$ cat src/rtl/prod_window_acc.sv
// Sums WIN consecutive qualified 8-bit product samples and hands the total off on a valid/ready port.
// Optional SAT_ACC_EN: clamp the total at all-ones and raise a sticky sat_flag instead of wrapping.
module prod_window_acc #(
  parameter int unsigned WIN   = 16,
  parameter int unsigned ACC_W = 16
) (
  input  logic             clk,
  input  logic             rst,
  input  logic             in_en,
  input  logic [7:0]       c_in,
  output logic [ACC_W-1:0] sum_out,
  output logic             sum_valid,
  input  logic             sum_ready,
  output logic             busy,
  output logic             dropped,
  output logic             sat_flag
);

  localparam int unsigned CntW = $clog2(WIN + 1);

  typedef enum logic [1:0] {
    StIdle  = 2'd0,
    StAccum = 2'd1,
    StHold  = 2'd2
  } state_e;

  state_e           state_q;
  logic [ACC_W-1:0] acc_q;
  logic [CntW-1:0]  cnt_q;
  logic             dropped_q;
  logic             sat_q;

  logic [ACC_W-1:0] sample;
  logic [ACC_W-1:0] acc_add;
  logic             sat_set;

  assign sample = ACC_W'(c_in);

`ifdef SAT_ACC_EN
  logic [ACC_W:0] sum_wide;
  assign sum_wide = {1'b0, acc_q} + {1'b0, sample};
  assign acc_add  = sum_wide[ACC_W] ? {ACC_W{1'b1}} : sum_wide[ACC_W-1:0];
  assign sat_set  = sum_wide[ACC_W];
`else
  assign acc_add  = acc_q + sample;
  assign sat_set  = 1'b0;
`endif

  always_ff @(posedge clk) begin
    if (rst) begin
      state_q   <= StIdle;
      acc_q     <= '0;
      cnt_q     <= '0;
      dropped_q <= 1'b0;
      sat_q     <= 1'b0;
    end else begin
      dropped_q <= 1'b0;
      unique case (state_q)
        StIdle: begin
          if (in_en) begin
            acc_q   <= sample;
            cnt_q   <= CntW'(1);
            sat_q   <= 1'b0;
            state_q <= StAccum;
          end
        end
        StAccum: begin
          if (in_en) begin
            acc_q <= acc_add;
            cnt_q <= cnt_q + CntW'(1);
            if (sat_set) sat_q <= 1'b1;
            if (cnt_q == CntW'(WIN - 1)) state_q <= StHold;
          end
        end
        StHold: begin
          if (sum_ready) begin
            // Handoff; a sample arriving in the same cycle opens the next window.
            sat_q <= 1'b0;
            if (in_en) begin
              acc_q   <= sample;
              cnt_q   <= CntW'(1);
              state_q <= StAccum;
            end else begin
              acc_q   <= '0;
              cnt_q   <= '0;
              state_q <= StIdle;
            end
          end else if (in_en) begin
            dropped_q <= 1'b1;
          end
        end
        default: begin
          state_q <= StIdle;
          acc_q   <= '0;
          cnt_q   <= '0;
          sat_q   <= 1'b0;
        end
      endcase
    end
  end

  assign sum_out   = acc_q;
  assign sum_valid = (state_q == StHold);
  assign busy      = (state_q == StAccum);
  assign dropped   = dropped_q;

`ifdef SAT_ACC_EN
  assign sat_flag = sat_q;
`else
  assign sat_flag = 1'b0;
`endif

endmodule

$ cat config.mk
export PLATFORM = sky130hd
export DESIGN_NAME = prod_window_acc
export DESIGN_NICKNAME = d
export VERILOG_FILES = /design/src/rtl/prod_window_acc.sv
export SDC_FILE = /design/constraint.sdc
export NUM_CORES = 1
export LEC_CHECK = 0
export CORE_MARGIN = 3
export CORE_UTILIZATION = 30
export CTS_BUF_LIST = sky130_fd_sc_hd__clkbuf_4 sky130_fd_sc_hd__clkbuf_8
export CTS_CLUSTER_DIAMETER = 30
export DETAILED_ROUTE_END_ITERATION = 8
export GPL_ROUTABILITY_DRIVEN = 1
export GPL_TIMING_DRIVEN = 0
export PLACE_DENSITY_LB_ADDON = 0.05
export RECOVER_POWER = 25
export SLEW_MARGIN = 20
export SYNTH_ARGS = -nofsm -noshare
export SYNTH_HDL_FRONTEND = slang
export SYNTH_SLANG_ARGS = --single-unit
$ cat constraint.sdc
create_clock -name clk -period 5.1 [get_ports clk]
set_input_delay 0.51 -clock clk [delete_from_list [all_inputs] [get_ports clk]]
set_output_delay 0.51 -clock clk [all_outputs]
set_load 0.02 [all_outputs]
# After elaboration in Yosys (flattened, before gate mapping)
# Cells that the tools add are included.
# totals
reg_bits	24
in_bits	12
out_inout_bits	20
elab_cells	35
# op_classes
addsub	2
eq_ne	7
muxes	17
bitwise	1
n_reduce_logical	4
# ops
cell	n
$mux W16	3
$pmux W16 S3	1
$add A16 B8 Y16	1
$mux W5	3
$pmux W5 S3	1
$mux W2	4
$mux W8	1
$pmux W2 S3	1
$add A5 B1 Y5 const B	1
$eq A5 B4 Y1 const B	1
$ne A2 B1 Y1 const B	2
$ne A2 B2 Y1 const B	2
$reduce_and A4 Y1	1
$mux W1	3
$reduce_and A3 Y1	1
$reduce_or A3 Y1	1
$eq A2 B1 Y1 const B	1
$eq A2 B2 Y1 const B	1
$logic_not A2 Y1	1
$not A1 Y1	1

# Depth between registers and ports, before layout
# depth
depth_word	4
mapped_depth	7
depth_no_buf	7

# Worst setup path before layout
# Ideal clock, no wire load.
# synth_path
path_type	input -> register
from	in c_in[2]
to	reg acc_q[15], in the netlist sum_out[15]
setup_ns	0.070
arrival_ns	1.999
required_ns	5.030
setup_slack_ns	3.032
path_stages	6
path_buffers	0
cell_sequence	ha_1 > o211ai_1 > o21a_1 > o211a_1 > or4b_1 > a21oi_1
# synth_via
elab_chain_len	3
# synth_lines
element	line_no	text
start: declaration	10	input logic [7:0] c_in,
$add A16 B8 Y16	45	assign acc_add = acc_q + sample;
$mux W16	68	if (in_en) begin
$pmux W16 S3	58	unique case (state_q)
end signal: assignment	61	acc_q <= sample;
end signal: assignment	80	acc_q <= sample;
end: declaration	28	logic [ACC_W-1:0] acc_q;
# Every way passes these cells. The select of a mux whose other input is x is not followed.
# A chain may end at the register's enable or synchronous reset.

# Worst setup path in the final report
# layout_path
from	in c_in[0]
to	reg acc_q[8], in the netlist sum_out[8]
# Same word-level chain as after synthesis.

==> impl_metrics.yaml <==
status:
  outcome: "finished, final reports clean"
global_routing:
  grt_max_degree: 15
  grt_antenna_before_repair: 0
  grt_pass1_vias: 1376
  grt_pass1_wl_mm: 6.66
  grt_util_met1: 0.192
  grtUsageTotal: 0.138
  overflow: 0
  busiest_layer: "met2"
  grt_use_met2: 0.212
  grtUsageMet3: 0.0331
drt:
  num_vias: 1427
  via_per_inst: 5.10
  drt_iter0_drc: 95
  wirelength_mm: 3.89
  drt_pass1_iterations: 4
  ant_nets: 0
  drc_errors: 0
  wl_per_cell_um: 13.9
power_and_ir_drop:
  p_leak_nw: 0.750
  power.density_nw_per_um2: 256
  ir_worst_vdd_v: 0.000172
  power_w: 0.000495
sta:
  relSlewSlack: 0.653
  rsz0062_at_grt: "false"
  max_freq_ghz: 0.406
  clock_skew_ps: 3.41
  final.setup.tns_ps: 0
  tightest_slew_ps: 520
  setup_viol: 0
  post-route-min-period_ps: 2460
  finalHoldViolCount: 0
  period_share: 0.483
  drv_slew: 0
setup_path:
  critical-path-slowest-cell: "fa_1"
  crit_fanout: 4
  cp_num_buf_inv: 1
  path_class: "in2reg"
  cpPeakStageDelay_ps: 450
  r2r_cells: 7
  cp-start-kind: "primary input"
  ff2ff_setup_slack_ps: 3010
  crit_family: "adder cells"
  r2r-start: "sum_out[0]"
  crit_arrival_ps: 2630
  cp-end-kind: "flip-flop"
  critical_path_required_ps: 5270
  setup.worst_path.start: "c_in[0]"
  path_cells: "clkdlybuf4s50_1 > ha_1 > fa_1 > a211oi_1 > o211ai_1 > nand3_1 > xor2_1 > nor2_1"
  r2r-end: "sum_out[8]"
  cp-endpoint: "sum_out[8]"
  critical_path_cell_count: 8
clocking:
  htree_levels: 1
  cts_tree: "yes"
  cts_buffers: 3
  clk_latency_ps: 270
  cts.sinks: 24
  post-cts-setup-buffers: 0
  cts_resized: 0
  cts_root_buf: "clkbuf_8"
  cts.hold.buffers_added: 0
  path_clk_slew_ps: 90
  clock_path_buffers: 2
synth:
  syn_area_per_cell_um2: 8.18
  ys_seq_area_frac: 0.324
  synthArstFlopShare: 0
  syn_inst: 181
  synth_top_area_frac: 0.324
  syn-num-nets: 204
  ys_types: 44
  synth_seq_cells: 24
  yosys.area.top_type: "dfxtp_1"
  ys_warn_count: 0
  synthFlopType: "dfxtp_1"
  synth_edf_count: 0
  synth.area.top_cells: "dfxtp_1, ha_1, a21oi_1"
  syn-cell-area_um2: 1480
finish:
  final_common_cell: "dfxtp_1"
  drive_gt1_frac: 0.0558
  finalNonFillerCells: 280
  nFillCells: 478
  fin_area_um2: 1930
  antenna_cells: 0
  nNetsFinal: 239
  final_cell_mix: "dfxtp_1, clkdlybuf4s50_1, a21oi_1"
  area_delta_synth_final_pct: 30.5
floorplanning:
  core_area_um2: 4560
  initial_utilization: 0.325
  fp.dieW_um: 76.3
  die_y_um: 76.3
  placementRows: 24
  dieArea_um2: 5820
  io_pins: 32
worst_hold_path:
  min_path_type: "reg2reg"
job:
  max-cap-violations: 0
placed_design:
  placed_area_um2: 1860
  port_buffers: 30
  gp_congestion: 0.780
  placed_cells: 276
  place_hpwl_mm: 2.91
-- tightest hold or removal path, stage by stage (launching register included) --
cell and delay, ps:
dfxtp_1 330, nand2_1 60, mux2i_1 50
-- synth_stat cells (all sizes together) (2+ instances only) --
cell	count
dfxtp	24
xor2	5
nor3	5
nor3b	2
nor2	18
or4	2
o211ai	7
nor2b	3
a21o	2
nand3	6
buf	5
and3	2
a21oi	19
a211oi	3
nand4	2
xnor2	6
mux2i	2
nand2	15
o21ai	11
clkbuf	3
nand2b	3
inv	5
nand3b	2
a22oi	6
ha	10
-- flip-flops by register name (all words and copies together) (netlist names) --
signal	flops
cnt_q	5
dropped	1
state_q	2
sum_out	16
-- worst min-delay path by stage --
stage          slack (ps)   startpoint           to  cells past startpoint
2_1_floorplan         450     cnt_q[1]     cnt_q[1]                      2
3_3_place_gp          460  sum_out[11]  sum_out[11]                      2
3_5_place_dp          480  sum_out[11]  sum_out[11]                      2
4_1_cts               490  sum_out[11]  sum_out[11]                      2
5_1_grt               500  sum_out[15]  sum_out[15]                      2
6_report              480  sum_out[11]  sum_out[11]                      2
-- cell type report --
| cell class | instances | area [um2] | share of cell area |
|---|---|---|---|
| flip-flops and latches | 24 | 480 | 0.249 |
| multi-input cells | 144 | 941 | 0.487 |
| well taps | 65 | 81.3 | 0.0421 |
| inverters | 5 | 18.8 | 0.00971 |
| repair buffers | 30 | 300 | 0.155 |
| plain buffers | 8 | 40.0 | 0.0207 |
| clock inverters | 1 | 30.0 | 0.0155 |
| clock buffers | 3 | 41.3 | 0.0214 |
-- metrics by stage --
step                      setup WS (ps)  hold WS (ps)  utilization
final                              2640           480        0.424
after global routing               2490           496        0.424
after CTS                          2660           489        0.424
after detailed placement           2380           476        0.408
after global placement             2380           456        0.408
after floorplan                    3030           454            -
-- where the power goes --
part	internal [W]	switching, W
Clock	0.000105	0.0000668
Sequential	0.000195	0.00000767
Combinational	0.0000530	0.0000675
-- routing by layer --
layer | vias up | share of wire
met2 | 37 | 0.47
met4 | 0 | 0.0036
met3 | 2 | 0.056
met1 | 663 | 0.47
li1 | 725 | -
met5 | - | 0
-- kinds of logic after synthesis --
group,after synthesis,synth area share
AO/OA/AOI/OAI,55,0.232
adder cells (fa/ha/maj),11,0.0980
XOR/XNOR,11,0.0650
buffers and inverters,13,0.0405
multiplexers,2,0.0135
other,1,0.00253
flip-flops,24,0.324
AND/OR/NAND/NOR,64,0.224
Note: power is estimated with default switching activity, not from simulation.
